$ cat config.mk
export PLATFORM = sky130hd
export DESIGN_NAME = dft_scan_scheduler
export DESIGN_NICKNAME = d
export VERILOG_FILES = /design/src/rtl/dft_scan_scheduler.sv
export SDC_FILE = /design/constraint.sdc
export NUM_CORES = 1
export LEC_CHECK = 0
export ABC_AREA = 1
export CAP_MARGIN = 10
export CORE_MARGIN = 2
export CORE_UTILIZATION = 33
export CTS_BUF_LIST = sky130_fd_sc_hd__clkbuf_8
export CTS_CLUSTER_SIZE = 30
export DETAILED_ROUTE_END_ITERATION = 12
export PLACE_DENSITY = 0.69
export SLEW_MARGIN = 30
export SYNTH_ARGS = -nofsm -noshare
export SYNTH_HDL_FRONTEND = slang
export SYNTH_SLANG_ARGS = --single-unit
$ cat constraint.sdc
create_clock -name clk -period 2.5 [get_ports clk]
set_clock_uncertainty 0.1 [all_clocks]
set_input_delay 0.375 -clock clk [delete_from_list [all_inputs] [get_ports clk]]
set_output_delay 0.375 -clock clk [all_outputs]
set_load 0.03 [all_outputs]
$ cat src/rtl/dft_scan_scheduler.sv
// Scan-chain dump scheduler: serves every chain enabled in chain_mask in ascending index order.
// Optional watchdog abort is compiled in with `define DFT_SCHED_TIMEOUT_EN.
module dft_scan_scheduler #(
    parameter int unsigned p_sc_nbr  = 16,
    parameter int unsigned p_timeout = 255
) (
    input  logic                clk,
    input  logic                reset,
    input  logic                start,
    input  logic [p_sc_nbr-1:0] chain_mask,
    output logic                busy,
    output logic                done,
    output logic                err,
    output logic [p_sc_nbr-1:0] dft_val_op,
    input  logic [p_sc_nbr-1:0] dft_op_ack,
    input  logic [p_sc_nbr-1:0] dft_output_strobe,
    input  logic [p_sc_nbr-1:0] dft_op_commit,
    output logic [p_sc_nbr-1:0] dft_commit_ack,
    output logic                rf_wen,
    output logic [3:0]          rf_wr_idx,
    output logic [7:0]          word_cnt
);

    typedef enum logic [2:0] {
        IDLE,
        SELECT,
        REQ,
        CAPTURE,
        ACK,
        DONE
    } state_t;

    state_t state, next_state;

    logic [p_sc_nbr-1:0] pending;
    logic [p_sc_nbr-1:0] sel_oh;
    logic [p_sc_nbr-1:0] next_oh;
    logic [p_sc_nbr-1:0] val_op_nxt;
    logic [p_sc_nbr-1:0] commit_ack_nxt;
    logic [3:0]          low_idx;
    logic                busy_nxt;
    logic                done_nxt;
    logic                ack_sel;
    logic                strobe_sel;
    logic                commit_sel;
    logic                timeout;

    function automatic logic [p_sc_nbr-1:0] chain_onehot(input logic [3:0] idx);
        logic [p_sc_nbr-1:0] oh;
        oh = '0;
        for (int unsigned i = 0; i < p_sc_nbr; i++) begin
            oh[i] = (idx == 4'(i));
        end
        return oh;
    endfunction

    // Scan from the top down so the lowest pending index is the last one written.
    always_comb begin
        low_idx = '0;
        for (int unsigned i = p_sc_nbr; i > 0; i--) begin
            if (pending[i-1]) begin
                low_idx = 4'(i - 1);
            end
        end
    end

    assign sel_oh     = chain_onehot(rf_wr_idx);
    assign ack_sel    = |(dft_op_ack & sel_oh);
    assign strobe_sel = |(dft_output_strobe & sel_oh);
    assign commit_sel = |(dft_op_commit & sel_oh);

`ifdef DFT_SCHED_TIMEOUT_EN
    localparam logic [7:0] WD_LAST = 8'(p_timeout - 1);

    logic [7:0] wd_cnt;
    logic       err_q;

    // An abort only fires in a cycle that makes no progress on the selected chain.
    assign timeout = (wd_cnt == WD_LAST) &&
                     (((state == REQ) && !ack_sel) ||
                      ((state == CAPTURE) && !commit_sel && !strobe_sel));

    always_ff @(posedge clk or negedge reset) begin
        if (!reset) begin
            wd_cnt <= '0;
        end else if (((next_state == REQ) && (state != REQ)) ||
                     ((next_state == CAPTURE) && (state != CAPTURE)) ||
                     ((state == CAPTURE) && strobe_sel)) begin
            wd_cnt <= '0;
        end else if (((state == REQ) || (state == CAPTURE)) && (wd_cnt != 8'hFF)) begin
            wd_cnt <= wd_cnt + 8'd1;
        end
    end

    always_ff @(posedge clk or negedge reset) begin
        if (!reset) begin
            err_q <= 1'b0;
        end else if ((state == IDLE) && start) begin
            err_q <= 1'b0;
        end else if (timeout) begin
            err_q <= 1'b1;
        end
    end

    assign err = err_q;
`else
    assign timeout = 1'b0;
    assign err     = 1'b0;
`endif

    always_ff @(posedge clk or negedge reset) begin
        if (!reset) begin
            state <= IDLE;
        end else begin
            state <= next_state;
        end
    end

    always_comb begin
        next_state = state;
        case (state)
            IDLE:    if (start) next_state = SELECT;
            SELECT:  next_state = (pending == '0) ? DONE : REQ;
            REQ: begin
                if (ack_sel) begin
                    next_state = CAPTURE;
                end else if (timeout) begin
                    next_state = SELECT;
                end
            end
            CAPTURE: begin
                if (commit_sel) begin
                    next_state = ACK;
                end else if (timeout) begin
                    next_state = SELECT;
                end
            end
            ACK:     next_state = SELECT;
            DONE:    next_state = IDLE;
            default: next_state = IDLE;
        endcase
    end

    // Registered outputs are computed from next_state so they line up with the state they belong to.
    always_comb begin
        rf_wen         = (state == CAPTURE) && strobe_sel;
        next_oh        = (state == SELECT) ? chain_onehot(low_idx) : sel_oh;
        val_op_nxt     = (next_state == REQ) ? next_oh : '0;
        commit_ack_nxt = (next_state == ACK) ? sel_oh : '0;
        busy_nxt       = (next_state != IDLE);
        done_nxt       = (next_state == DONE);
    end

    always_ff @(posedge clk or negedge reset) begin
        if (!reset) begin
            dft_val_op     <= '0;
            dft_commit_ack <= '0;
            busy           <= 1'b0;
            done           <= 1'b0;
        end else begin
            dft_val_op     <= val_op_nxt;
            dft_commit_ack <= commit_ack_nxt;
            busy           <= busy_nxt;
            done           <= done_nxt;
        end
    end

    always_ff @(posedge clk or negedge reset) begin
        if (!reset) begin
            pending   <= '0;
            rf_wr_idx <= '0;
            word_cnt  <= '0;
        end else begin
            case (state)
                IDLE: begin
                    if (start) begin
                        pending  <= chain_mask;
                        word_cnt <= '0;
                    end
                end
                SELECT: begin
                    if (pending != '0) begin
                        rf_wr_idx <= low_idx;
                        word_cnt  <= '0;
                    end
                end
                REQ: begin
                    if (timeout) begin
                        pending <= pending & ~sel_oh;
                    end
                end
                CAPTURE: begin
                    if (strobe_sel && (word_cnt != 8'hFF)) begin
                        word_cnt <= word_cnt + 8'd1;
                    end
                    if (timeout) begin
                        pending <= pending & ~sel_oh;
                    end
                end
                ACK: pending <= pending & ~sel_oh;
                default: ;
            endcase
        end
    end

endmodule
==> results of run 1 <==
[per-layer routing]
metal	GRT usage [%]	share of wire [%]	wire length (um)
met4	7.42	2.0	226
met5	0	0	0
met3	4.52	10	1170
met1	25.9	40	4580
met2	32.8	47	5350
[state kept, by name (all words and copies together) (netlist names)]
signal,count
dft_commit_ack,16
dft_val_op,16
pending,16
word_cnt,8
rf_wr_idx,4
state,3
busy,1
done,1
[synth_stat cells (2+ instances only)]
library cell / instances / area (sq um)
nand3_2: 4 / 40.0
clkbuf_1: 5 / 18.8
nor3_1: 6 / 30.0
nand2_2: 11 / 68.8
clkinv_2: 2 / 10.0
dfrtp_1: 65 / 1630
inv_2: 12 / 45.0
o22ai_1: 16 / 100
o21ai_0: 11 / 55.1
a21oi_2: 13 / 114
buf_2: 2 / 10.0
xor2_1: 3 / 26.3
nand2_1: 107 / 402
nand4_1: 15 / 93.8
nand3_1: 37 / 185
nor2_1: 38 / 143
nor2_4: 2 / 22.5
inv_1: 54 / 203
a21oi_1: 23 / 115
nor2_2: 3 / 18.8
or2_2: 6 / 37.5
o21ai_2: 2 / 17.5
[power by group]
part / leakage, nW / internal [mW] / switching, mW / total [mW]
combinational: 1.47 / 0.972 / 1.87 / 2.84
clock: 0.0978 / 0.471 / 0.387 / 0.858
sequential: 0.865 / 1.30 / 0.154 / 1.45
total: 2.43 / 2.74 / 2.41 / 5.15
[path summary, 6_finish.rpt]
check / start / end / slack, ps
setup / recovery: rf_wr_idx[2] / rf_wen / 90
hold / removal: pending[14] / pending[14] / 440
setup reg to reg: rf_wr_idx[2] / word_cnt[1] / 260
hold reg to reg: pending[14] / pending[14] / 440
max in group asynchronous: reset / rf_wr_idx[0] / 1560
min in group asynchronous: reset / pending[13] / 470
[area by class of cell]
cell class | count | area, sq um | area share [%]
Inverter | 69 | 264 | 5.07
Multi-Input combinational cell | 312 | 1670 | 32.0
Sequential cell | 65 | 1630 | 31.3
Clock buffer | 10 | 138 | 2.64
Timing Repair Buffer | 133 | 1290 | 24.7
Clock inverter | 4 | 45.0 | 0.865
Tap cell | 140 | 175 | 3.36
[stage by stage]
stage	cells	hold slack (ps)	TNS, ps	setup WS (ps)
2_1_floorplan	456	-20.6	0	341
3_3_place_gp	709	315	0	273
3_5_place_dp	709	318	0	205
4_1_cts	730	447	0	0.720
5_1_grt	733	465	-25.3	-25.3
6_report	733	444	0	87.3
[logic make-up after synthesis]
logic type / after synthesis
fa+ha+maj: 1
simple gates: 237
buf+inv: 79
flops: 65
other cells: 1
xor+xnor: 4
compound gates: 69
[critical path, delay by kind of cell (launching register included)]
kind	cells	cell delay, ps
simple gates	8	810
flops	1	470
buf+inv	3	310
[repair_timing]
| action | 4_1_cts | 5_1_grt |
|---|---|---|
| pin swaps | 3 | 4 |
| gates resized for setup | 6 | 15 |
| hold endpoints to repair | 65 | 0 |
| hold buffers | 1 | 0 |
| endpoints found under the setup margin | 1 | 7 |
| setup buffers | 6 | 3 |
==> flow_summary.rst, run 1 <==
.. list-table::
   :header-rows: 1

   * - Metric
     - Value
   * - Result of the run
     - complete, no violations
   * - Share of cells above drive strength 1
     - a little under a fifth
   * - Post-detailed-routing wire length
     - 11.3 mm
   * - Number of design-rule violations left by the first detailed-router iteration
     - between 300 and 400
   * - Starting utilization of the core area
     - 33.5%
   * - Synth unique cells
     - 41
   * - Initial antenna violation count
     - 0
   * - Maximum number of pins on one net before global-route repair
     - 66
   * - Cells on Worst Hold Path
     - 2
   * - Mean cell area of the mapped netlist
     - 7.85 sq um
   * - Post-synthesis share of cell area spent on xor and xnor gates
     - 0.979%
   * - Dominant synthesized flop cell
     - dfrtp_1
   * - Hpwl dp
     - 8.61 mm
   * - Slowest cell delay on critical path
     - 470 ps
   * - Achievable Freq
     - approximately 410 MHz
   * - Clock edge transition at the registers on the reported setup and hold paths
     - 70 ps
   * - I/O pins
     - 115
   * - Area fraction in compound gates after synthesis
     - about an eighth
   * - Total routing usage reported by global routing
     - 20.0%
   * - Sort of element at the end of the critical path
     - output port
   * - DIE AREA
     - about 0.012 sq mm
   * - Core region area
     - 0.0107 sq mm
   * - Post-synth EDFFs
     - 0
   * - Final design area excluding fillers
     - between 0.005 and 0.006 sq mm
   * - Leftover overflow at the end of global routing
     - 0
   * - Inserted Diodes
     - 0
   * - Die height
     - around 110 um
   * - Maximum buffer depth of the clock tree
     - 2
   * - Antenna violation net count after detailed routing
     - 0
   * - Part of the cycle the worst path needs
     - 96.5%
   * - Total power after layout
     - slightly above 5 mW
   * - Leakage
     - roughly 2.4 nW
   * - Hold Crit Class
     - reg2reg
   * - Detailed-route via count
     - 3665
   * - Fraction of the yosys area taken by sequential cells
     - 45.4%
   * - Mux share of post-synthesis cell area
     - 0%
   * - Most common library cell in the layout ignoring fill and taps
     - clkdlybuf4s50_1
   * - Iteration count of the initial detailed-routing pass
     - 6
   * - Number of rows in the core area
     - 38
   * - Number of DRC violations after detailed routing
     - 0
   * - First-pass GRT wire length
     - 17.7 mm
   * - Count of filler cells inserted in the layout
     - a little over 1000
   * - Flops & latches, synth
     - 65
   * - Adder-cell share of the synthesized area
     - 0.350%
   * - MaxCap Viol Count
     - 0
   * - Biggest fanout along the worst timing path
     - 5
   * - Chip Width
     - around 110 um
   * - Final critical delay including setup and external delays
     - 2410 ps
   * - Slew Limit Fails
     - 0
   * - Share of the core filled with cells
     - 48.7%
   * - Num CTS Buffers
     - 9
   * - Global placer's final weighted congestion
     - 0.908
   * - Final #Nets
     - between 600 and 700
   * - Cell count of the worst reg-to-reg path
     - 13
   * - Total of endpoints with negative setup slack in the final report
     - 0
   * - Number of H-tree branching levels
     - 3
   * - TritonCTS Sinks
     - 65
   * - Vias per inst
     - around 5.0
   * - Standard cell with the maximum stage delay on the critical path
     - dfrtp_2
   * - Largest family of logic cells by synthesized area
     - simple AND/OR/NAND/NOR gates
   * - Final Hold Fails
     - 0
   * - Synthesized instance count
     - approximately 460
   * - Required time of the critical path
     - 2030 ps
   * - Data arrival, critical path
     - around 1900 ps
   * - Area share of and/or/nand/nor cells after synthesis
     - 31.6%
   * - Leading cell types in the layout, fill and taps excluded
     - clkdlybuf4s50_1, nand2_1, dfrtp_1
   * - Launching element type of the critical path
     - register
   * - Peak ir drop on the vdd network
     - between 0.0003 and 0.0004 V
   * - Clock network latency to the later pin of the worst-skew pair
     - 350 ps
   * - Count of buffers inserted at the top-level ports
     - 113
   * - Netlist area before placement
     - 0.00358 sq mm
   * - Share of flip-flops with an asynchronous set or reset
     - between 90% and 100%
   * - Routed length per instance
     - 15.4 um
   * - Relative area change from synthesis to final layout
     - 45.5%
   * - Count of warnings emitted by yosys
     - 0
   * - Clock Tree Root
     - clkbuf_8
   * - TritonCTS clock tree
     - done
   * - Crit path cell chain
     - nand2_2 > inv_2 > nand2_2 > inv_2 > nand2_1 > nand2_1 > nor2_2 > nand3_2 > nor3_4 > nor2_1 > buf_4
   * - Post-detailed-placement cell area
     - between 0.004 and 0.005 sq mm
   * - Kind of critical path
     - reg2out
   * - Post-synth net total
     - 524
   * - Number of global-route vias before repair
     - 3519
   * - Ratio of total power to cell area
     - 989 mW/mm^2
(Power assumes the default switching activity.)
==> inputs of run 2 (changes only) <==
Settings changed: CORE_UTILIZATION 33 to 35, PLACE_DENSITY 0.69 to 0.72.
==> run 2 against run 1 <==
  * Clock power decreased by 8.4%
  * Final cell count increased by 2.7%
  * Sequential share of layout area decreased by 1.0 points
  * Routed wire length increased by 2.8%
  * Via count increased by 1.3%
  * Flip-flop and latch count unchanged
  * Cell area increased by 3.3%
  * Sequential power about the same
  * Count of clock-buffer cells in the layout unchanged
  * Fmax increased by 0.50%
  * Worst setup slack improved by 12 ps
  * Utilization increased by 5.9 points
  * Largest cell class unchanged
  * Largest power group unchanged
  * Highest routed layer unchanged
==> flow_summary.rst, run 2 (synthesis gave the netlist of run 1 again) <==
.. list-table::
   :header-rows: 1

   * - Metric
     - Value
   * - Result of the run
     - complete, no violations
   * - Final critical delay including setup and external delays
     - 2400 ps
   * - I/O pins
     - around 120
   * - Inserted Diodes
     - 0
   * - Post-detailed-placement cell area
     - 0.00514 sq mm
   * - Initial antenna violation count
     - 0
   * - Num CTS Buffers
     - 9
   * - Hold Crit Class
     - in2async
   * - Peak ir drop on the vdd network
     - 0.000371 V
   * - Final Hold Fails
     - 0
   * - Biggest regs
     - dft_commit_ack: 16 flops, dft_val_op: 16 flops, pending: 16 flops
   * - TritonCTS Sinks
     - 65
   * - Ratio of total power to cell area
     - 971 mW/mm^2
   * - MaxCap Viol Count
     - 0
   * - Vias per inst
     - between 4 and 5
   * - Required time of the critical path
     - ~2700 ps
   * - Clock Tree Root
     - clkbuf_8
   * - Die height
     - around 110 um
   * - Leakage
     - 2.53 nW
   * - Chip Width
     - 105 um
   * - Standard cell with the maximum stage delay on the critical path
     - dfrtp_1
   * - Slowest cell delay on critical path
     - between 400 and 500 ps
   * - Detailed-route via count
     - about 3700
   * - Slew Limit Fails
     - 0
   * - Leading cell types in the layout, fill and taps excluded
     - clkdlybuf4s50_1, nand2_1, dfrtp_1
   * - Biggest fanout along the worst timing path
     - 10
   * - Data arrival, critical path
     - 2560 ps
   * - Kind of critical path
     - reg2reg
   * - Cell count of the worst reg-to-reg path
     - 15
   * - Final design area excluding fillers
     - 0.00538 sq mm
   * - Cell family with the largest share of critical-path delay
     - simple AND/OR/NAND/NOR gates
   * - Crit path cell chain
     - inv_2 > nand2_2 > inv_2 > nand2_2 > inv_2 > buf_4 > nand2_1 > nand2_1 > a21oi_2 > nand3_1 > nor3b_4 > nand2_2 > nand2_8 > nand3_1 > a21oi_2
   * - Core region area
     - around 0.01 sq mm
   * - Number of H-tree branching levels
     - 3
   * - Final Non-Filler Cells
     - 753
   * - Global placer's final weighted congestion
     - a little over 0.9
   * - Hpwl dp
     - 8.94 mm
   * - Starting utilization of the core area
     - between 30 and 40%
   * - Routed length per instance
     - 15.5 um
   * - First-pass GRT wire length
     - 18.5 mm
   * - Number of global-route vias before repair
     - about 3600
   * - Setup repair after global routing missed its margin
     - yes
   * - Sort of element at the end of the critical path
     - register
   * - Iteration count of the initial detailed-routing pass
     - 5
   * - Maximum buffer depth of the clock tree
     - 2
   * - Clock network latency to the later pin of the worst-skew pair
     - 350 ps
   * - Part of the cycle the worst path needs
     - 96.0%
   * - Number of DRC violations after detailed routing
     - 0
   * - Number of rows in the core area
     - 36
   * - Share of cells above drive strength 1
     - 21.3%
   * - Launching element type of the critical path
     - register
   * - Clock edge transition at the registers on the reported setup and hold paths
     - about 70 ps
   * - Relative area change from synthesis to final layout
     - 50.4%
   * - Antenna violation net count after detailed routing
     - 0
   * - Post-detailed-routing wire length
     - between 10 and 15 mm
   * - Final #Nets
     - 683
   * - Most common library cell in the layout ignoring fill and taps
     - clkdlybuf4s50_1
   * - Buffers & Inverters on Critical Path
     - 4
   * - Transition time at the pin with the least slew margin
     - between 500 and 600 ps
   * - Total of endpoints with negative setup slack in the final report
     - 0
   * - DIE AREA
     - 0.0111 sq mm
   * - Cell count after placement
     - 733
   * - Achievable Freq
     - 417 MHz
   * - Total routing usage reported by global routing
     - roughly 22%
   * - Number of design-rule violations left by the first detailed-router iteration
     - 350
   * - Leftover overflow at the end of global routing
     - 0
   * - Headroom to the max-slew limit
     - about 66%
   * - Maximum number of pins on one net before global-route repair
     - 66
   * - Count of buffers inserted at the top-level ports
     - approximately 110
   * - Total power after layout
     - 5.23 mW
   * - Number of cells on the critical path
     - 15
   * - TritonCTS clock tree
     - done
[run 2: final cells by class]
type                    instances  area [sq um]
clock buffers                  10           138
repair buffers                158          1490
fillers                       921          4480
clock inverters                 6          35.0
well taps                     133           166
multi-input cells             312          1660
inverters                      69           262
flip-flops and latches         65          1630
[run 2: timing repair]
| item | CTS | global route |
|---|---|---|
| pin swaps | 1 | 4 |
| hold buffers | 1 | 0 |
| hold endpoints to repair | 65 | 0 |
| cloned | 0 | 0 |
| setup endpoints to repair | 2 | 8 |
| buffers inserted | 1 | 2 |
| resized for setup | 8 | 10 |
[run 2: power by group]
part | internal [mW] | switching [mW] | leakage [nW] | total, mW
clock | 0.379 | 0.407 | 0.0932 | 0.786
combinational | 1.09 | 1.89 | 1.57 | 2.98
sequential | 1.30 | 0.158 | 0.867 | 1.46
[run 2: final timing paths]
path                               from              to  slack, ps
setup reg to reg           rf_wr_idx[3]  dft_val_op[13]        100
hold reg to reg             word_cnt[6]     word_cnt[6]        470
hold / removal                    reset     word_cnt[6]        460
setup / recovery           rf_wr_idx[3]  dft_val_op[13]        100
max in group asynchronous         reset    rf_wr_idx[0]       1540
min in group clk            word_cnt[6]     word_cnt[6]        470
[run 2: metal layers]
| layer | global-route usage [%] | up-vias | wire length [um] |
|---|---|---|---|
| li1 | - | 1795 | - |
| met4 | 8.86 | 0 | 256 |
| met2 | 33.5 | 168 | 5190 |
| met3 | 3.81 | 20 | 834 |
| met1 | 29.9 | 1731 | 5360 |
| met5 | 0 | - | 0 |
[run 2: stage by stage]
| step | util [%] | worst slack, ps | hold WS, ps | setup TNS (ps) |
|---|---|---|---|---|
| after CTS | 54.0 | 12.8 | 461 | 0 |
| after floorplan | - | 341 | -20.6 | 0 |
| after global placement | 52.1 | -74.0 | 306 | -74.0 |
| final | 54.6 | 99.4 | 459 | 0 |
| after global routing | 54.6 | -15.8 | 471 | -17.7 |
| after detailed placement | 52.1 | -87.9 | 316 | -87.9 |
[run 2: worst register-to-register path: cells and delay by family, from the launching register on]
kind	cells	cell delay, ps
flops	1	430
buf+inv	4	330
compound gates	2	290
simple gates	9	1170
==> inputs of run 3 (changes only) <==
Settings changed: DONT_BUFFER_PORTS set to 1, PLACE_DENSITY 0.72 to 0.58.
==> run 3 against run 2 <==
  * Flip-flop and latch count stayed put
  * Die area is the same
  * Power shrank 3.1%
  * Final cell count down 17%
  * Routed wire length fell by 6.1%
  * Cell area shrank 23%
  * Critical path type is now reg2out
  * Non-clock buffer count down 131
  * Register-to-register slack improved by 140 ps
  * Largest cell class unchanged
  * Count of clock-buffer cells in the layout increased by 4
  * Critical path depth is 4 lower
  * Combinational power down 18%
  * Fmax shrank 1.6%
  * Highest routed layer unchanged
==> flow_summary.rst, run 3 (synthesis gave the netlist of run 1 again) <==
.. list-table::
   :header-rows: 1

   * - Metric
     - Value
   * - Result of the run
     - complete, no violations
   * - Slew Limit Fails
     - 0
   * - Post-detailed-routing wire length
     - 10.9 mm
   * - Launching element type of the critical path
     - register
   * - Die height
     - 105 um
   * - Peak ir drop on the vdd network
     - 0.000295 V
   * - Clock edge transition at the registers on the reported setup and hold paths
     - ~70 ps
   * - Starting utilization of the core area
     - about 36%
   * - Leftover overflow at the end of global routing
     - 0
   * - Final #Nets
     - ~550
   * - Share of cells above drive strength 1
     - 23.7%
   * - Peak-usage layer in the global routing report
     - met2
   * - Achievable Freq
     - approximately 410 MHz
   * - Share of the core filled with cells
     - 42.2%
   * - Relative area change from synthesis to final layout
     - 16.4%
   * - Iteration count of the initial detailed-routing pass
     - 5
   * - Initial antenna violation count
     - 0
   * - Post-detailed-placement cell area
     - about 0.0038 sq mm
   * - Transition time at the pin with the least slew margin
     - 577 ps
   * - Switching power
     - 2.39 mW
   * - Required time of the critical path
     - between 2000 and 2500 ps
   * - Number of DRC violations after detailed routing
     - 0
   * - GR Layer Usage met2
     - 32.1%
   * - Clock network latency to the later pin of the worst-skew pair
     - roughly 360 ps
   * - Global placer's final weighted congestion
     - approximately 0.89
   * - Number of global-route vias before repair
     - ~3200
   * - Grt met3 use
     - just over 7%
   * - DIE AREA
     - 0.0111 sq mm
   * - Final Hold Fails
     - 0
   * - TritonCTS clock tree
     - done
   * - Inserted Diodes
     - 0
   * - Biggest fanout along the worst timing path
     - 4
   * - TritonCTS Sinks
     - 65
   * - Clock Tree Root
     - clkbuf_8
   * - Core region area
     - 0.00986 sq mm
   * - Worst Hold Margin
     - 67.0 ps
   * - MaxCap Viol Count
     - 0
   * - Biggest regs
     - dft_commit_ack: 16 flops, dft_val_op: 16 flops, pending: 16 flops
   * - Ratio of total power to cell area
     - 1210 mW/mm^2
   * - Routed length per instance
     - roughly 18 um
   * - Num CTS Buffers
     - 9
   * - Chip Width
     - between 100 and 150 um
   * - Final Non-Filler Cells
     - 622
   * - Hpwl dp
     - just over 8 mm
   * - Kind of critical path
     - reg2out
   * - Total of endpoints with negative setup slack in the final report
     - 0
   * - Total routing usage reported by global routing
     - 20.5%
   * - Sort of element at the end of the critical path
     - output port
   * - Antenna violation net count after detailed routing
     - 0
   * - Leakage
     - 2.07 nW
   * - Leading cell types in the layout, fill and taps excluded
     - nand2_1, dfrtp_1, inv_1
   * - Cell count after placement
     - 595
   * - Part of the cycle the worst path needs
     - 97.6%
   * - Number of H-tree branching levels
     - 3
   * - Final design area excluding fillers
     - 0.00417 sq mm
   * - Cell-internal power
     - 2.67 mW
   * - First-pass GRT wire length
     - roughly 17 mm
   * - Switching part of the total power
     - 47.3%
   * - Sequential share of power
     - about a third
   * - Vias per inst
     - 5.17
   * - Detailed-route via count
     - 3213
   * - Fraction of power consumed by the clock network
     - 19.8%
   * - Headroom to the max-slew limit
     - 61.1%
   * - Number of rows in the core area
     - 36
   * - Maximum number of pins on one net before global-route repair
     - 66
   * - I/O pins
     - ~120
   * - Maximum buffer depth of the clock tree
     - 2
   * - Number of design-rule violations left by the first detailed-router iteration
     - 325
   * - GRT met1 Usage
     - approximately 26%
   * - Setup repair after global routing missed its margin
     - yes
   * - Data arrival, critical path
     - around 2000 ps
   * - Count of buffers inserted at the top-level ports
     - 0
   * - Most common library cell in the layout ignoring fill and taps
     - nand2_1
   * - Final critical delay including setup and external delays
     - approximately 2400 ps
   * - Combinational fraction of design power
     - 48.5%
   * - Hold Crit Class
     - in2reg
## run 3: routing by layer
layer | wire length, um | share of wire (%)
met5 | 0 | 0
met4 | 243 | 2.2
met3 | 857 | 7.8
met2 | 5100 | 47
met1 | 4730 | 43
## run 3: power by group through the flow
stage	Sequential, mW	Clock (mW)	Combinational, mW
4_1_cts	1.60	1.03	2.37
6_report	1.61	1.00	2.45
5_1_grt	1.64	1.08	2.71
3_5_place_dp	1.62	0	2.29
2_1_floorplan	1.63	0	1.73
3_3_place_gp	1.62	0	2.28
## run 3: layout make-up
type / count / area (sq um)
fillers: 1006 / 5700
multi-input cells: 312 / 1660
flip-flops and latches: 65 / 1630
inverters: 69 / 263
repair buffers: 27 / 225
clock buffers: 14 / 193
well taps: 133 / 166
clock inverters: 2 / 33.8
## run 3: critical path, cell delays in order (launching register included)
cell	delay [ps]
dfrtp_1	430
inv_2	90
nand2_2	90
inv_2	60
nand2_2	80
inv_2	60
a22o_1	170
nor2_1	90
nand3_1	110
nor3_2	180
nor2_1	70
buf_4	170
## run 3: what timing repair did
| action | in CTS | in global routing |
|---|---|---|
| gates resized for setup | 5 | 11 |
| endpoints found under the hold margin | 65 | 0 |
| endpoints found under the setup margin | 1 | 3 |
| setup buffers | 4 | 5 |
| hold buffers | 2 | 0 |
| pin swaps | 2 | 5 |
## run 3: final timing paths
path,from,end,slack [ps],cells after the start
setup / recovery,rf_wr_idx[3],rf_wen,60,11
hold / removal,chain_mask[12],pending[12],70,2
setup reg to reg,rf_wr_idx[2],dft_val_op[5],240,12
hold reg to reg,pending[14],pending[14],450,2
max in group asynchronous,reset,dft_val_op[13],1540,2
min in group asynchronous,reset,rf_wr_idx[3],480,2
## run 3: per-stage QoR
stage | worst slack [ps] | power [mW] | setup TNS [ps]
3_5_place_dp | 160 | 3.91 | 0
3_3_place_gp | 179 | 3.90 | 0
4_1_cts | 6.96 | 5.00 | 0
6_report | 60.6 | 5.06 | 0
5_1_grt | -57.4 | 5.43 | -57.4
2_1_floorplan | 341 | 3.36 | 0
